==> src/rtl/ldpc_pkg.sv <==
// ldpc_pkg -- shared definitions for the LDPC extrinsic-message blocks.
//   LDPC_DATA_WIDTH / LDPC_ADDR_WIDTH / LDPC_DEG_WIDTH : default widths
//   seq_state_e : row-pass sequencer states
package ldpc_pkg;

    localparam int LDPC_DATA_WIDTH = 8;
    localparam int LDPC_ADDR_WIDTH = 8;
    localparam int LDPC_DEG_WIDTH  = 5;

    typedef enum logic [1:0] {
        ST_IDLE,
        ST_READ,
        ST_WRITE,
        ST_DONE
    } seq_state_e;

endpackage

==> src/rtl/ext_skid_buf.sv <==
// ext_skid_buf -- 2-entry valid/ready buffer with flow-through when empty.
// A word arriving while the buffer is empty and the consumer is ready passes
// straight to the output; otherwise it is stored. Order is strictly FIFO.
// Ports:
//   clk, rst_n            clock, asynchronous active-low reset
//   in_valid, in_data     incoming word (no back-pressure; upstream honours count)
//   out_valid, out_data   outgoing stream, transfer on out_valid & out_ready
//   out_ready             consumer ready
//   count                 number of stored words (0..2)
module ext_skid_buf
    import ldpc_pkg::*;
#(
    parameter int DATA_WIDTH = LDPC_DATA_WIDTH
) (
    input  logic                  clk,
    input  logic                  rst_n,
    input  logic                  in_valid,
    input  logic [DATA_WIDTH-1:0] in_data,
    output logic                  out_valid,
    output logic [DATA_WIDTH-1:0] out_data,
    input  logic                  out_ready,
    output logic [1:0]            count
);

    logic [DATA_WIDTH-1:0] mem [2];
    logic                  rd_ptr;
    logic                  wr_ptr;
    logic                  empty;
    logic                  push;
    logic                  pop;

    assign empty = (count == 2'd0);
    // Store the incoming word unless it flows straight through this cycle.
    assign push  = in_valid && !(empty && out_ready);
    assign pop   = out_ready && !empty;

    assign out_valid = !empty || in_valid;
    assign out_data  = !empty  ? mem[rd_ptr] :
                       in_valid ? in_data    : '0;

    // NOTE: state registers use non-blocking assignments so every flop samples
    // pre-edge values, independent of statement order.
    always_ff @(posedge clk or negedge rst_n) begin
        if (!rst_n) begin
            count  <= 2'd0;
            rd_ptr <= 1'b0;
            wr_ptr <= 1'b0;
        end else begin
            count <= count + {1'b0, push} - {1'b0, pop};
            if (push) wr_ptr <= ~wr_ptr;
            if (pop)  rd_ptr <= ~rd_ptr;
        end
    end

    // NOTE: storage entries carry no reset; count gates their visibility, so
    // stale contents can never reach out_data.
    always_ff @(posedge clk) begin
        if (push) mem[wr_ptr] <= in_data;
    end

endmodule

==> src/rtl/ext_msg_seq.sv <==
// ext_msg_seq -- extrinsic message sequencer for one check-node row pass.
// On start it reads row_deg old messages from the extrinsic RAM (base+k),
// streams them to the check-node unit, then writes the row_deg updated
// messages coming back to the same addresses and pulses done.
// Optional feature macro: EXT_FIRST_ITER_ZERO_EN -- when defined and
// first_iter is latched high, the read phase streams zeros without touching
// the RAM. Default build: first_iter is ignored.
// Ports:
//   clk, rst_n                         clock, asynchronous active-low reset
//   start, row_base, row_deg, first_iter  row request (sampled in IDLE)
//   busy, done                         status
//   ram_addr, ram_din, ram_cs, ram_we  single-port RAM controls
//   ram_dout                           RAM read data (one cycle latency)
//   msg_data, msg_valid, msg_ready     old-message stream out
//   wb_data, wb_valid, wb_ready        updated-message stream in
module ext_msg_seq
    import ldpc_pkg::*;
#(
    parameter int DATA_WIDTH = LDPC_DATA_WIDTH,
    parameter int ADDR_WIDTH = LDPC_ADDR_WIDTH,
    parameter int DEG_WIDTH  = LDPC_DEG_WIDTH
) (
    input  logic                  clk,
    input  logic                  rst_n,
    input  logic                  start,
    input  logic [ADDR_WIDTH-1:0] row_base,
    input  logic [DEG_WIDTH-1:0]  row_deg,
    input  logic                  first_iter,
    output logic                  busy,
    output logic                  done,
    output logic [ADDR_WIDTH-1:0] ram_addr,
    output logic [DATA_WIDTH-1:0] ram_din,
    output logic                  ram_cs,
    output logic                  ram_we,
    input  logic [DATA_WIDTH-1:0] ram_dout,
    output logic [DATA_WIDTH-1:0] msg_data,
    output logic                  msg_valid,
    input  logic                  msg_ready,
    input  logic [DATA_WIDTH-1:0] wb_data,
    input  logic                  wb_valid,
    output logic                  wb_ready
);

    localparam logic [DEG_WIDTH-1:0] DEG_ONE = 1;

    seq_state_e            state, state_nxt;
    logic [ADDR_WIDTH-1:0] base_q;
    logic [DEG_WIDTH-1:0]  deg_q;
    logic [DEG_WIDTH-1:0]  deg_last;
    logic [DEG_WIDTH-1:0]  rd_cnt;
    logic [DEG_WIDTH-1:0]  msg_cnt;
    logic [DEG_WIDTH-1:0]  wr_cnt;
    logic                  rd_pend;     // a read issued last cycle lands this cycle
    logic                  issue;
    logic                  pop;
    logic                  wr_fire;
    logic                  zero_mode;
    logic [1:0]            buf_count;
    logic [2:0]            occ;
    logic [DATA_WIDTH-1:0] buf_in_data;

`ifdef EXT_FIRST_ITER_ZERO_EN
    logic zero_q;

    always_ff @(posedge clk or negedge rst_n) begin
        if (!rst_n)                        zero_q <= 1'b0;
        else if (state == ST_IDLE && start) zero_q <= first_iter;
    end

    assign zero_mode = zero_q;
`else
    logic unused_first_iter;

    assign unused_first_iter = first_iter;
    assign zero_mode         = 1'b0;
`endif

    assign deg_last    = deg_q - DEG_ONE;
    assign pop         = msg_valid && msg_ready;
    assign buf_in_data = zero_mode ? '0 : ram_dout;
    // Words held after this edge (stored plus landing, minus the one leaving);
    // one more read may launch only if its word will still find a slot.
    assign occ = {1'b0, buf_count} + {2'b00, rd_pend} - {2'b00, pop};

    ext_skid_buf #(
        .DATA_WIDTH(DATA_WIDTH)
    ) u_buf (
        .clk      (clk),
        .rst_n    (rst_n),
        .in_valid (rd_pend),
        .in_data  (buf_in_data),
        .out_valid(msg_valid),
        .out_data (msg_data),
        .out_ready(msg_ready),
        .count    (buf_count)
    );

    always_ff @(posedge clk or negedge rst_n) begin
        if (!rst_n) begin
            state   <= ST_IDLE;
            base_q  <= '0;
            deg_q   <= '0;
            rd_cnt  <= '0;
            msg_cnt <= '0;
            wr_cnt  <= '0;
            rd_pend <= 1'b0;
        end else begin
            state   <= state_nxt;
            rd_pend <= issue;
            if (state == ST_IDLE && start) begin
                base_q  <= row_base;
                deg_q   <= row_deg;
                rd_cnt  <= '0;
                msg_cnt <= '0;
                wr_cnt  <= '0;
            end else begin
                if (issue)   rd_cnt  <= rd_cnt + DEG_ONE;
                if (pop)     msg_cnt <= msg_cnt + DEG_ONE;
                if (wr_fire) wr_cnt  <= wr_cnt + DEG_ONE;
            end
        end
    end

    always_comb begin
        // NOTE: every output gets a default before the case so no path leaves
        // a signal unassigned, which would infer a latch.
        state_nxt = state;
        issue     = 1'b0;
        wr_fire   = 1'b0;
        ram_cs    = 1'b0;
        ram_we    = 1'b0;
        ram_addr  = '0;
        ram_din   = '0;
        wb_ready  = 1'b0;
        done      = 1'b0;
        busy      = (state != ST_IDLE);

        unique case (state)
            ST_IDLE: begin
                if (start) state_nxt = (row_deg == '0) ? ST_DONE : ST_READ;
            end
            ST_READ: begin
                if (rd_cnt < deg_q && occ <= 3'd1) begin
                    issue = 1'b1;
                    if (!zero_mode) begin
                        ram_cs   = 1'b1;
                        ram_addr = base_q + ADDR_WIDTH'(rd_cnt);
                    end
                end
                if (pop && msg_cnt == deg_last) state_nxt = ST_WRITE;
            end
            ST_WRITE: begin
                wb_ready = 1'b1;
                if (wb_valid) begin
                    wr_fire  = 1'b1;
                    ram_cs   = 1'b1;
                    ram_we   = 1'b1;
                    ram_addr = base_q + ADDR_WIDTH'(wr_cnt);
                    ram_din  = wb_data;
                    if (wr_cnt == deg_last) state_nxt = ST_DONE;
                end
            end
            ST_DONE: begin
                done      = 1'b1;
                state_nxt = ST_IDLE;
            end
            default: state_nxt = ST_IDLE;
        endcase
    end

endmodule

==> config.mk <==
export PLATFORM = sky130hd
export DESIGN_NAME = ext_msg_seq
export DESIGN_NICKNAME = d
export VERILOG_FILES = /design/src/rtl/ldpc_pkg.sv /design/src/rtl/ext_skid_buf.sv /design/src/rtl/ext_msg_seq.sv
export SDC_FILE = /design/constraint.sdc
export NUM_CORES = 1
export LEC_CHECK = 0
export ABC_CLOCK_PERIOD_IN_PS = 12200
export BUFFER_PORTS_ARGS = -buffer_cell sky130_fd_sc_hd__buf_2
export CORE_AREA = 2 2 116 118
export CTS_CLUSTER_SIZE = 20
export DETAILED_ROUTE_END_ITERATION = 6
export DIE_AREA = 0 0 118 120
export HOLD_SLACK_MARGIN = 0.02
export PLACE_DENSITY_LB_ADDON = 0.08
export SYNTH_ARGS = -nofsm -noshare
export SYNTH_HDL_FRONTEND = slang
export SYNTH_SLANG_ARGS = --single-unit
==> constraint.sdc <==
create_clock -name clk -period 12.2 [get_ports clk]
set_clock_uncertainty 0.2 [all_clocks]
set_input_delay 3.66 -clock clk [delete_from_list [all_inputs] [get_ports clk]]
set_output_delay 3.66 -clock clk [all_outputs]
set_load 0.1 [all_outputs]
==> impl_metrics.sql, run 1 <==
INSERT INTO impl_metrics (metric_group, metric, value, unit) VALUES
('status', 'run_status', 'complete, no violations', ''),
('die', 'die_height', '120', 'µm'),
('critical_path', 'reg2reg_from', 'rd_pend', ''),
('min_path', 'hold_class', 'reg -> reg', ''),
('cells_and_area', 'combined_flip_flop_and_latch_cell_area', '1356', 'µm²'),
('critical_path', 'worst_setup_path_startpoint', 'msg_ready', ''),
('clock_tree', 'cts.repair_timing.setup_buffer_count', '0', ''),
('detailed_routing', 'num_vias', '2386', ''),
('detailed_routing', 'drt-total-wl', '7700', 'µm'),
('yosys', 'synth_cell_type_count', '44', ''),
('grt', 'antenna_violations_before_repair', '0', ''),
('yosys', 'syn_area_per_cell', '10.44', 'µm²'),
('critical_path', 'cp-endpoint', 'ram_addr[7]', ''),
('timing', 'max_slew.worst_pin.slew', '1.029', 'ns'),
('critical_path', 'critical_path.top_delay_family', 'buffers and inverters', ''),
('yosys', 'dominantRegCellSynth', 'dfrtp_1', ''),
('clock_tree', 'clkSinkCount', '51', ''),
('timing', 'final_count_of_negative_setup_slack_endpoints', '0', ''),
('critical_path', 'worst_r2r_endpoint', 'rd_cnt[4]', ''),
('cells_and_area', 'multi_input_comb_area', '1692', 'µm²'),
('cells_and_area', 'proportion_of_layout_cells_with_a_drive_suffix_above_1', '0.2308', ''),
('yosys', 'async_reset_ff_frac', '0.6863', ''),
('die', 'floorplan.initialDensity', '0.2430', ''),
('yosys', 'syn-num-nets', '367', ''),
('timing', 'post_route_setup_tns', '0', 'ns'),
('timing', 'maxClockFrequency', '0.09406', 'GHz'),
('die', 'floorplan.io_pins', '65', ''),
('clock_tree', 'clock_network_latency_to_the_later_pin_of_the_worst_skew_pair', '0.30', 'ns'),
('critical_path', 'crit_slowest_cell', 'buf_2', ''),
('detailed_routing', 'antenna_violating_nets_left', '0', ''),
('cells_and_area', 'nFillCells', '1389', ''),
('placed_design', 'post-dp-hpwl', '5577', 'µm'),
('clock_tree', 'cts_hold_buf', '0', ''),
('placed_design', 'place.port_buffers', '63', ''),
('yosys', 'mappedNetlistArea', '3154', 'µm²'),
('yosys', 'synthMostInstantiatedCell', 'dfrtp_1', ''),
('clock_tree', 'cts_max_level', '2', ''),
('cells_and_area', 'syn2layout_area_growth', '20.67', '%'),
('timing', 'final_critical_path_setup_slack', '1.569', 'ns'),
('critical_path', 'timing.reg2reg.worst_path_depth', '14', ''),
('critical_path', 'ff2ff_setup_slack', '8.56', 'ns'),
('placed_design', 'gp_routability_congestion', '0.7252', ''),
('yosys', 'sequential_share_of_the_synthesized_area', '0.4300', ''),
('min_path', 'depth_of_the_worst_hold_timing_path', '1', ''),
('yosys', 'synth_common_cells', 'dfrtp_1, ha_1, nor2_1', ''),
('yosys', 'synth_warnings', '0', ''),
('critical_path', 'cp_max_fo', '17', ''),
('cells_and_area', 'antenna_cells', '0', ''),
('grt', 'via_count_of_the_first_global_routing_pass', '2288', ''),
('critical_path', 'worst-endpoint-required', '8.34', 'ns'),
('critical_path', 'worstPathCellList', 'buf_2 > and2_1 > ha_1 > inv_1 > ha_1 > inv_1 > fa_1 > and3b_1 > nand4_1 > a31oi_2 > buf_4 > o2bb2ai_1 > a31oi_1 > a311oi_1 > buf_2', ''),
('grt', 'global_route.usage.total', '0.1132', ''),
('detailed_routing', 'drt_first_pass_iters', '4', ''),
('critical_path', 'critical_path_data_arrival_time', '6.77', 'ns'),
('run', 'max_cap_violations', '0', ''),
('clock_tree', 'tritoncts_clock_tree', 'built', ''),
('critical_path', 'slowest_delay', '0.48', 'ns'),
('die', 'placeable_area', '12980', 'µm²'),
('cells_and_area', 'design.final.nets', '428', ''),
('grt', 'grt_pass1_wl', '12400', 'µm'),
('yosys', 'netlist_instances', '302', ''),
('detailed_routing', 'routedWlPerCell', '14.26', 'µm'),
('detailed_routing', 'initialDrtViolationCount', '103', ''),
('placed_design', 'detailedPlace.worstSlack', '1.551', 'ns'),
('yosys', 'synth.top_cells.by_area', 'dfrtp_1, edfxtp_1, ha_1, xor2_1, xnor2_1', ''),
('critical_path', 'startpoint_type', 'input pin', ''),
('yosys', 'synth_top_area_frac', '0.2777', ''),
('clock_tree', 'cts-root-buf', 'clkbuf_16', ''),
('timing', 'final_min_period_over_clock_period', '0.8714', ''),
('critical_path', 'critical_path_cell_count', '15', ''),
('timing', 'post_route_minimum_period', '10.63', 'ns');
## logic make-up after synthesis
logic type	after synthesis	synth area share
and+or+nand+nor	83	0.1313
AOI/OAI and AO/OA	58	0.1162
DFF	51	0.4300
muxes	20	0.06823
xor gates and xnor gates	34	0.09441
adders and majority gates	30	0.1261
buffers and inverters	26	0.03371
## worst min-delay path by stage
stage                         endpoint  slack [ns]          from
after global placement    u_buf.wr_ptr        0.27  u_buf.wr_ptr
after CTS                 u_buf.wr_ptr        0.30  u_buf.wr_ptr
after global routing      u_buf.wr_ptr        0.34  u_buf.wr_ptr
after floorplan           u_buf.wr_ptr        0.26  u_buf.wr_ptr
after detailed placement  u_buf.wr_ptr        0.28  u_buf.wr_ptr
final                     u_buf.wr_ptr        0.30  u_buf.wr_ptr
## layout by cell type, fill, tap and decap left out, drive strengths merged, types with 2 or more instances in the layout
master / synthesis / layout
buf: 4 / 65
dfrtp: 35 / 35
ha: 27 / 27
nor2: 26 / 26
o21ai: 23 / 23
xor2: 20 / 20
edfxtp: 16 / 16
inv: 14 / 16
nand2: 14 / 14
xnor2: 14 / 14
mux2i: 11 / 11
nand3: 11 / 11
mux2: 9 / 9
a21oi: 8 / 8
nand4: 8 / 8
and3: 8 / 8
a22oi: 6 / 6
nor2b: 5 / 5
a21o: 5 / 5
clkbuf: 7 / 5
a211oi: 4 / 4
and2: 3 / 3
fa: 3 / 3
a31oi: 3 / 3
nand2b: 2 / 2
o21bai: 2 / 2
clkinv: 1 / 2
nor3: 2 / 2
## worst register-to-register path: stages, from the launching register on
cell,delay (ns)
dfrtp_1,0.54
or3_1,0.46
and2_1,0.29
ha_1,0.31
inv_1,0.05
ha_1,0.13
inv_1,0.05
fa_1,0.47
and3b_1,0.15
nand4_1,0.10
a31oi_2,0.15
buf_4,0.25
nand4_1,0.18
xor2_1,0.16
nor2_1,0.05
## sequential cells by signal, indices dropped and copies added (netlist names)
name / flops
u_buf.count: 2
rd_cnt: 5
wr_cnt: 5
state: 2
u_buf.rd_ptr: 1
base_q: 8
msg_cnt: 5
rd_pend: 1
deg_q: 5
u_buf.mem: 16
u_buf.wr_ptr: 1
## metal layers
metal / part of all wire / track usage / vias up
li1: - / - / 1201
met1: 0.49 / 0.1524 / 1130
met4: 0.012 / 0.03389 / 0
met2: 0.45 / 0.1813 / 48
met5: 0 / 0 / -
met3: 0.040 / 0.02614 / 7
## through the flow
stage | area [µm²] | std cells | hold WS, ns | utilization
after global routing | 3806 | 540 | 0.3369 | 0.2932
after floorplan | 3154 | 302 | 0.2555 | -
final | 3806 | 540 | 0.3025 | 0.2932
after global placement | 3655 | 532 | 0.2701 | 0.2816
after CTS | 3806 | 540 | 0.2974 | 0.2932
after detailed placement | 3655 | 532 | 0.2823 | 0.2816
## layout make-up
cell class                 instances  share of cell area
clock buffer                       5             0.03287
clock inverter                     3            0.006903
inverter                          15             0.01479
multi-input combinational        225              0.4444
sequential                        51              0.3563
tap                              176             0.05786
timing repair buffer              65             0.08679
Power of run 1 is not shown: default switching activity piles up to over one toggle a cycle in this logic, so the estimate is an artifact.
==> run 2, diff against run 1 <==
--- a/config.mk
+++ b/config.mk
@@ -5,12 +5,13 @@
 export SDC_FILE = /design/constraint.sdc
 export NUM_CORES = 1
 export LEC_CHECK = 0
+export ABC_AREA = 1
 export ABC_CLOCK_PERIOD_IN_PS = 12200
 export BUFFER_PORTS_ARGS = -buffer_cell sky130_fd_sc_hd__buf_2
-export CORE_AREA = 2 2 116 118
+export CORE_AREA = 2 2 120 122
 export CTS_CLUSTER_SIZE = 20
 export DETAILED_ROUTE_END_ITERATION = 6
-export DIE_AREA = 0 0 118 120
+export DIE_AREA = 0 0 122 124
 export HOLD_SLACK_MARGIN = 0.02
 export PLACE_DENSITY_LB_ADDON = 0.08
 export SYNTH_ARGS = -nofsm -noshare
==> constraint.sdc (replaced) <==
create_clock -name clk -period 12.2 [get_ports clk]
set_clock_uncertainty 0.2 [all_clocks]
set_input_delay 2.44 -clock clk [delete_from_list [all_inputs] [get_ports clk]]
set_output_delay 2.44 -clock clk [all_outputs]
set_load 0.01 [all_outputs]
==> run 2 against run 1 <==
Against the previous run:
- core utilization increased by 0.30 points
- final area increased by 6.8%
- global-route usage grew 1.3 points
- synthesized cell count increased by 44%
- cell count up 25%
- critical path depth unchanged
- synthesized area is 8.0% higher
- largest cell class unchanged
==> impl_metrics.sql, run 2 <==
INSERT INTO impl_metrics (metric_group, metric, value, unit) VALUES
('yosys', 'netlist_instances', '435', ''),
('run', 'max_cap_violations', '0', ''),
('grt', 'global_route.usage.total', '0.1259', ''),
('yosys', 'number_of_enable_type_register_cells_in_the_synthesized_netlist', '16', ''),
('critical_path', 'crit_top_cell', 'inv_1', ''),
('placed_design', 'place.port_buffers', '63', ''),
('yosys', 'syn_area_per_cell', '7.832', 'µm²'),
('clock_tree', 'tritoncts_clock_tree', 'built', ''),
('cells_and_area', 'number_of_flip_flops_in_the_largest_register', '16', ''),
('yosys', 'async_reset_ff_frac', '0.6863', ''),
('cells_and_area', 'top_regs', 'u_buf.mem: 16 flops, base_q: 8 flops', ''),
('cells_and_area', 'layout_common_cells', 'nand2_1, buf_2, nor2_1', ''),
('yosys', 'dominantRegCellSynth', 'dfrtp_1', ''),
('critical_path', 'cp_max_fo', '10', ''),
('cells_and_area', 'nFillCells', '1478', ''),
('clock_tree', 'cts.repair_timing.setup_buffer_count', '0', ''),
('yosys', 'synth_top_area_frac', '0.2571', ''),
('cells_and_area', 'commonest_non_fill_non_tap_cell_in_the_layout', 'nand2_1', ''),
('status', 'run_status', 'complete, no violations', ''),
('min_path', 'hold_class', 'reg -> reg', ''),
('die', 'die_area', '15130', 'µm²'),
('yosys', 'synth_warnings', '0', ''),
('timing', 'final_min_period_over_clock_period', '0.6106', ''),
('timing', 'slew_viol_final', '0', ''),
('detailed_routing', 'routedWlPerCell', '13.06', 'µm'),
('critical_path', 'startpoint_type', 'input pin', ''),
('clock_tree', 'clock_network_latency_to_the_later_pin_of_the_worst_skew_pair', '0.30', 'ns'),
('timing', 'maxClockFrequency', '0.1342', 'GHz'),
('clock_tree', 'clkSinkCount', '51', ''),
('detailed_routing', 'vias_per_cell', '4.396', ''),
('power_and_ir_drop', 'max-vdd-ir-drop', '71.50', 'µV'),
('grt', 'grt_max_degree', '36', ''),
('die', 'fp-row-count', '43', ''),
('clock_tree', 'cts-root-buf', 'clkbuf_16', ''),
('cells_and_area', 'design.final.nets', '560', ''),
('timing', 'maxSlewHeadroom', '0.4105', ''),
('yosys', 'synthesis_stage_register_bit_count', '51', ''),
('yosys', 'cell_type_contributing_the_most_total_cell_area_after_synthesis', 'dfrtp_1', ''),
('critical_path', 'worstSetupEndpointType', 'output port', ''),
('timing', 'finalHoldViolations', '0', ''),
('placed_design', 'gp_routability_congestion', '0.7315', ''),
('cells_and_area', 'layout.cell_area.non_filler', '4064', 'µm²'),
('yosys', 'sequential_share_of_the_synthesized_area', '0.3981', ''),
('yosys', 'synth_common_cells', 'nand2_1, nor2_1, inv_1', ''),
('detailed_routing', 'detail_route.drc_violations', '0', ''),
('yosys', 'syn-num-nets', '500', ''),
('grt', 'antenna_violations_before_repair', '0', ''),
('detailed_routing', 'num_vias', '2972', ''),
('detailed_routing', 'antenna_violating_nets_left', '0', ''),
('timing', 'max_slew.worst_pin.slew', '0.8832', 'ns'),
('grt', 'grt_busiest_layer', 'met2', ''),
('yosys', 'synthMostInstantiatedCell', 'nand2_1', ''),
('cells_and_area', 'regMostFlops', 'u_buf.mem', ''),
('placed_design', 'place_area', '3891', 'µm²'),
('power_and_ir_drop', 'cell_leakage_power', '2.002', 'nW'),
('clock_tree', 'cts_max_level', '2', ''),
('critical_path', 'slowest_delay', '0.37', 'ns'),
('grt', 'grtUsageMet1', '0.1672', ''),
('detailed_routing', 'drt_first_pass_iters', '5', ''),
('placed_design', 'post-dp-hpwl', '6669', 'µm'),
('critical_path', 'critical_path_data_arrival_time', '4.81', 'ns'),
('power_and_ir_drop', 'p_per_area', '224.3', 'nW/µm²'),
('cells_and_area', 'finish.utilization', '0.2962', ''),
('critical_path', 'critPathKind', 'in -> out', ''),
('detailed_routing', 'initialDrtViolationCount', '114', ''),
('critical_path', 'worstPathCellList', 'buf_2 > inv_1 > a21oi_4 > ha_1 > inv_1 > ha_1 > inv_1 > fa_1 > xor2_1 > nor2_2 > nand4_4 > inv_6 > nand3_1 > a21oi_1 > buf_2', ''),
('clock_tree', 'clock_transition_time_at_the_flip_flop_clock_pins_of_the_worst_setup_and_hold_paths', '0.07', 'ns'),
('timing', 'post_route_setup_tns', '0', 'ns'),
('die', 'floorplan.io_pins', '65', ''),
('cells_and_area', 'proportion_of_layout_cells_with_a_drive_suffix_above_1', '0.1875', ''),
('cells_and_area', 'syn2layout_area_growth', '19.28', '%'),
('die', 'placeable_area', '13720', 'µm²'),
('grt', 'grt.overflow.total', '0', ''),
('critical_path', 'crit_slowest_cell', 'fa_1', ''),
('grt', 'grt.met2_usage', '0.2074', ''),
('clock_tree', 'cts_resized', '0', ''),
('die', 'floorplan.initialDensity', '0.2483', ''),
('grt', 'grt.met3_usage', '0.02839', ''),
('cells_and_area', 'antenna_cells', '0', ''),
('timing', 'rsz0062_at_grt', 'false', ''),
('clock_tree', 'cts-buffers-inserted', '5', ''),
('clock_tree', 'cts_buffer_depth', '2', ''),
('yosys', 'synth.top_cells.by_area', 'dfrtp_1, edfxtp_1, nand2_1, ha_1, nand3_1', ''),
('timing', 'final_count_of_negative_setup_slack_endpoints', '0', ''),
('die', 'die_x', '122', 'µm'),
('grt', 'grt_pass1_wl', '14620', 'µm'),
('detailed_routing', 'drt-total-wl', '8829', 'µm'),
('timing', 'post_route_minimum_period', '7.450', 'ns'),
('critical_path', 'worst-endpoint-required', '9.56', 'ns'),
('clock_tree', 'cts_hold_buf', '0', ''),
('die', 'die_height', '124', 'µm'),
('grt', 'via_count_of_the_first_global_routing_pass', '2926', ''),
('yosys', 'synth_cell_type_count', '34', ''),
('yosys', 'mappedNetlistArea', '3407', 'µm²');
[run 2: cell types whose count changed after synthesis, moves of 8 or more]
cell and delta:
a21oi_1 +18, and3_1 -8, inv_1 +35, mux2_2 -8
mux2i_1 -11, nand2_1 +84, nand3_1 +32, nor2_1 +30
o31ai_1 +10, xnor2_1 -12, xor2_1 -15
[run 2: cell type report]
class,instances,area (µm²),share of cell area
clock buffer,5,125.1,0.03079
clock inverter,3,47.55,0.01170
inverter,55,214.0,0.05265
multi-input combinational,319,1780,0.4381
sequential,51,1356,0.3337
tap,180,225.2,0.05542
timing repair buffer,63,315.3,0.07759
[run 2: final timing paths]
path                           startpoint     endpoint  slack [ns]  cells past startpoint
max                             msg_ready  ram_addr[3]        4.75                     15
min reg2reg                    msg_cnt[4]   msg_cnt[4]        0.31                      1
min in group asynchronous           rst_n     state[1]        2.03                      1
max in group asynchronous           rst_n    rd_cnt[3]        9.24                      1
min                            msg_cnt[4]   msg_cnt[4]        0.31                      1
max reg2reg                u_buf.count[1]    rd_cnt[2]        8.72                     14
[run 2: cell families (layout without fill, tap and decap cells)]
logic type,count (synthesis),count (layout),share of synthesized area
AOI/OAI and AO/OA,60,60,0.1039
DFF,51,51,0.3981
adders and majority gates,30,30,0.1168
buffers and inverters,65,126,0.07933
and+or+nand+nor,222,222,0.2839
xor gates and xnor gates,7,7,0.01800
[run 2: critical path, delay by kind of cell]
family	cells	cell delay, ns
AO/OA/AOI/OAI	2	0.32
XOR/XNOR	1	0.18
adder cells (fa/ha/maj)	3	0.75
buffers and inverters	6	0.59
AND/OR/NAND/NOR	3	0.51
[run 2: where the power goes]
group | switching [mW] | total, mW | internal, mW
Combinational | 0.286 | 0.451 | 0.165
Sequential | 0.0651 | 0.296 | 0.231
Clock | 0.0673 | 0.165 | 0.0980
Total | 0.418 | 0.912 | 0.494
[run 2: through the flow]
stage          setup WS [ns]  total power [mW]  std cells  hold slack, ns
2_1_floorplan          5.204            0.6232        435          0.2560
3_3_place_gp           4.725            0.7582        668          0.3110
3_5_place_dp           4.701            0.7586        668          0.3203
4_1_cts                4.696            0.9324        676          0.3310
5_1_grt                4.563             1.013        676          0.3466
6_report               4.750            0.9116        676          0.3132
[run 2: routing by layer]
metal	vias up	share of wire	routed length [µm]
li1	1544	-	-
met1	1365	0.49	4308
met2	56	0.46	4086
met3	7	0.038	337
met4	0	0.011	97
met5	-	0	0
No activity file was read; power rests on OpenSTA's default activity.
